--- config.mk ---
export PLATFORM = sky130hd
export DESIGN_NAME = id_stage_hazard
export DESIGN_NICKNAME = d
export VERILOG_FILES = /design/src/rtl/id_stage_hazard.sv
export SDC_FILE = /design/constraint.sdc
export NUM_CORES = 2
export LEC_CHECK = 0
export CELL_PAD_IN_SITES_DETAIL_PLACEMENT = 1
export CELL_PAD_IN_SITES_GLOBAL_PLACEMENT = 1
export CORE_UTILIZATION = 40
export DETAILED_ROUTE_END_ITERATION = 8
export GPL_TIMING_DRIVEN = 0
export PLACE_DENSITY_LB_ADDON = 0.1
export SLEW_MARGIN = 15
export SYNTH_ARGS = -nofsm -noshare
export SYNTH_HDL_FRONTEND = slang
export SYNTH_SLANG_ARGS = --single-unit
--- constraint.sdc ---
create_clock -name clock -period 2.35 [get_ports clock]
set_input_delay 0.3525 -clock clock [delete_from_list [all_inputs] [get_ports clock]]
set_output_delay 0.3525 -clock clock [all_outputs]
set_load 0.02 [all_outputs]
--- src/rtl/id_stage_hazard.sv ---
// MIPS decode stage: register file with write-through bypass, sign extend, branch target,
// load-use hazard stall/bubble, flush, and ID/EX register. Optional stall counter: ID_STALL_CNT_EN.
module id_stage_hazard #(
    parameter int DATA_W     = 32,
    parameter int PC_W       = 11,
    parameter int REG_ADDR_W = 5,
    parameter int IMM_W      = 16
) (
    input  logic                  clock,
    input  logic                  reset_n,
    input  logic [31:0]           instruction,
    input  logic [PC_W-1:0]       current_pc,
    input  logic                  id_valid,
    input  logic [DATA_W-1:0]     write_back_data,
    input  logic [REG_ADDR_W-1:0] write_back_address,
    input  logic                  RegWrite,
    input  logic                  ex_mem_read,
    input  logic [REG_ADDR_W-1:0] ex_reg_dest,
    input  logic                  flush,
    output logic                  stall,
    output logic                  ex_valid,
    output logic [DATA_W-1:0]     data_a,
    output logic [DATA_W-1:0]     data_b,
    output logic [DATA_W-1:0]     sign_extended,
    output logic [PC_W-1:0]       jump_dest_addr,
    output logic [REG_ADDR_W-1:0] reg_dest_r_type,
    output logic [REG_ADDR_W-1:0] reg_dest_l_type,
`ifdef ID_STALL_CNT_EN
    output logic [15:0]           stall_count,
`endif
    output logic [REG_ADDR_W-1:0] rs_addr
);

    localparam int NUM_REGS = 2 ** REG_ADDR_W;

    logic [DATA_W-1:0]     regs [NUM_REGS];
    logic [REG_ADDR_W-1:0] rs, rt, rd;
    logic [DATA_W-1:0]     rs_val, rt_val, sext;
    logic [PC_W-1:0]       offset, target;
    logic                  unused_opcode;

    assign rs = instruction[21 +: REG_ADDR_W];
    assign rt = instruction[16 +: REG_ADDR_W];
    assign rd = instruction[11 +: REG_ADDR_W];
    assign unused_opcode = ^instruction[31:21+REG_ADDR_W];

    // Register 0 is hard-wired to zero; a same-cycle write-back is passed straight through.
    always_comb begin
        // NOTE: every always_comb output gets a default first so no path leaves it unassigned (no latch).
        rs_val = regs[rs];
        rt_val = regs[rt];
        if (rs == '0)
            rs_val = '0;
        else if (RegWrite && (rs == write_back_address))
            rs_val = write_back_data;
        if (rt == '0)
            rt_val = '0;
        else if (RegWrite && (rt == write_back_address))
            rt_val = write_back_data;
    end

    assign sext   = {{(DATA_W-IMM_W){instruction[IMM_W-1]}}, instruction[IMM_W-1:0]};
    assign offset = sext[PC_W-1:0] << 2;
    assign target = current_pc + offset;

    // A flush kills the consumer, so there is nothing left to stall for.
    assign stall = !flush && id_valid && ex_valid && ex_mem_read && (ex_reg_dest != '0) &&
                   ((ex_reg_dest == rs) || (ex_reg_dest == rt));

    // NOTE: the register array sits under the async reset because every register must read 0 after reset.
    always_ff @(posedge clock or negedge reset_n) begin
        if (!reset_n) begin
            for (int i = 0; i < NUM_REGS; i++)
                regs[i] <= '0;
        end else if (RegWrite && (write_back_address != '0)) begin
            // NOTE: sequential state uses non-blocking assignments so all flops update from pre-edge values.
            regs[write_back_address] <= write_back_data;
        end
    end

    always_ff @(posedge clock or negedge reset_n) begin
        if (!reset_n) begin
            ex_valid        <= 1'b0;
            data_a          <= '0;
            data_b          <= '0;
            sign_extended   <= '0;
            jump_dest_addr  <= '0;
            reg_dest_r_type <= '0;
            reg_dest_l_type <= '0;
            rs_addr         <= '0;
        end else if (flush || stall) begin
            ex_valid <= 1'b0;
        end else begin
            ex_valid        <= id_valid;
            data_a          <= rs_val;
            data_b          <= rt_val;
            sign_extended   <= sext;
            jump_dest_addr  <= target;
            reg_dest_r_type <= rd;
            reg_dest_l_type <= rt;
            rs_addr         <= rs;
        end
    end

`ifdef ID_STALL_CNT_EN
    always_ff @(posedge clock or negedge reset_n) begin
        if (!reset_n)
            stall_count <= '0;
        else if (stall && (stall_count != 16'hFFFF))
            stall_count <= stall_count + 16'd1;
    end
`endif

endmodule
==> impl_metrics.toml <==
[drt]
ant_nets = 0
wl_met1_um = 95300
wl_met2_um = 93800
drt-total-wl_um = 208000
wl_met3_um = 14200
drc = 0
drtIter0Drc = 3016
dr.pass1.iters = 5
vias_per_cell = 6.10
vias = 37573
wire_per_inst_um = 33.9
highest_layer = "met5"

[power]
power.density_mw_per_mm2 = 889
ir_drop_uv = 592
p_total_mw = 61.2
power_leakage_nw = 29.3

[grt]
grt_pass1_wl_um = 300000
grtUsageTotal_pct = 28.6
grt_overflow = 0
antenna_found_initial = 6
grt_max_degree = 142
grt_pass1_vias = 39948

[yosys]
ys.flop_type = "dfrtp_1"
yosysTopAreaCell = "dfrtp_1"
ys_seq_area_share_pct = 47.9
synth.distinct_cells = 52
synth-xor-area-share_pct = 0.417
yosys.area_share.simple_pct = 1.67
syn-num-nets = 3891
syn_inst = 3791
synth_compound_area_share_pct = 2.57
synth-adder-area-share_pct = 0.204
syn_area_mm2 = 0.0588
synth_mux_area_share_pct = 43.7
synth_top_family_by_area = "multiplexers"
synth_area_leaders = "dfrtp_1, mux4_2, mux2_2, mux2_1, mux2i_1"
yosysWarnings = 0
synth_edf_count = 0
avgSynthCellArea_um2 = 15.5
yosys.area.top_type_share_pct = 47.9
synth_seq_cells = 1126
synthArstFlopShare_pct = 100

[timing]
hold_ws_ns = -0.347
setup-tns-final_ns = -1.14
setup_viol = 36
slew_violations = 0
finalHoldViolCount = 130
max-slew-margin-rel_pct = 14.0
rsz0062_at_grt = "yes"
worstMarginPinSlew_ns = 1.29
period_minus_slack_ns = 2.43
layout_setup_ws_ns = -0.0809
fmax_ghz = 0.411
finalCritPeriodShare_pct = 103
final.setup_skew_ns = 0.0246

[clocking]
cts_tree = "done"
clock-sinks = 1126
clockBufferDepth = 3
worstSkewPairLatency_ns = 0.78
clkTransAtPathRegs_ns = 0.06
htreeDepth = 4
root_buffer = "clkbuf_16"
cts_buffers = 136

[flow_run]
drv_cap = 0

[place]
dp_worst_setup_slack_ns = -1.98
hpwl_um = 152000
gp_congestion = 0.857
dp_cells = 5914
io_buffers = 197
placed_area_mm2 = 0.0635

[critical_path]
cp.required_ns = 3.04
crit_fanout = 10
critPathLaunchType = "input pin"
endpoint_kind = "register"
critPathArrivalTime_ns = 3.12
worstSetupPathType = "input pin to register"

[run_status]
violations = "negative hold slack, negative setup slack"
status = "finished with violations"

[layout]
layout_common_cells = "dfrtp_1, mux2_2, mux4_2, clkbuf_1, clkdlybuf4s50_1"
final_util_pct = 47.2
layout_commonest_cell = "dfrtp_1"
nFillCells = 14125
fin_area_mm2 = 0.0688
drive_gt1_share_pct = 46.8
nets = 4237
instances_no_fill = 6157
area_growth_pct = 16.9

[floorplan]
fp.dieW_um = 386
initial_core_util_pct = 40.4
rows = 140
core_mm2 = 0.146
die_h_um = 386
dieArea_mm2 = 0.149
ios = 215

[min_path]
hp-class = "input pin to asynchronous set/reset pin"
[layer usage]
| layer | vias up | GRT usage [%] |
|---|---|---|
| met3 | 289 | 6.03 |
| li1 | 15284 | - |
| met1 | 20840 | 42.3 |
| met5 | - | 0 |
| met2 | 1154 | 42.6 |
| met4 | 6 | 7.66 |
[path summary, 6_finish.rpt]
kind	start	end	slack (ns)	cells past startpoint
setup reg to reg	ex_valid$_DFF_PN0_	data_b[13]$_DFFE_PN0N_	0.08	8
min in group clock	id_valid	ex_valid$_DFF_PN0_	0.13	3
hold / removal	reset_n	regs[950]$_DFFE_PN0P_	-0.35	2
setup / recovery	instruction[17]	data_b[21]$_DFFE_PN0N_	-0.08	7
hold reg to reg	regs[999]$_DFFE_PN0P_	regs[999]$_DFFE_PN0P_	0.48	1
max in group asynchronous	reset_n	regs[167]$_DFFE_PN0P_	0.43	5
[state kept, by name (all words and copies together), names as in the netlist]
signal	count
jump_dest_addr	11
reg_dest_l_type	5
data_b	32
ex_valid	1
regs	1024
rs_addr	5
data_a	32
sign_extended	16
[final cells by class]
cell class | instances | area [um2] | area share, %
Buffer | 448 | 2610 | 3.79
Tap cell | 1917 | 2400 | 3.49
Sequential cell | 1126 | 28200 | 41.0
Multi-Input combinational cell | 2213 | 28800 | 41.8
Inverter | 2 | 7.51 | 0.0109
Timing Repair Buffer | 210 | 2240 | 3.25
Clock buffer | 210 | 4190 | 6.09
Antenna cell | 5 | 12.5 | 0.0182
Clock inverter | 26 | 390 | 0.567
[power by group]
group          total [mW]  internal, mW  switching (mW)
clock network        21.9          13.3            8.60
logic                13.3          7.48            5.81
registers            26.0          23.1            2.91
total                61.2          43.8            17.3
[critical path, cell delays in order]
cell and delay (ns):
buf_2 0.29, buf_1 0.71, nand2b_1 0.43, clkbuf_2 0.43, o22ai_1 0.59, a21oi_1 0.09
o221ai_1 0.20
[cells in the mapped netlist (all sizes together), types with 4 or more instances]
library cell	n
nand3b	6
a21oi	66
a31oi	4
nor3b	4
xnor2	5
mux2	1022
o22ai	63
nor2	33
o21ai	11
buf	213
dfrtp	1126
nand3	5
mux2i	134
nor3	7
o221ai	62
xor2	23
mux4	570
ha	8
nand2	153
clkbuf	237
[kinds of logic after synthesis]
kind of cell,after synthesis
AO/OA/AOI/OAI,221
multiplexers,1726
adder cells (fa/ha/maj),9
XOR/XNOR,28
AND/OR/NAND/NOR,229
flip-flops,1126
buffers and inverters,452
[what timing repair did]
action / CTS / global route
gates resized for setup: 205 / 94
pin swaps: 0 / 2
endpoints found under the hold margin: 130 / 130
setup endpoints to repair: 258 / 194
buffers inserted: 2 / 2
Note: power is estimated with default switching activity, not from simulation.
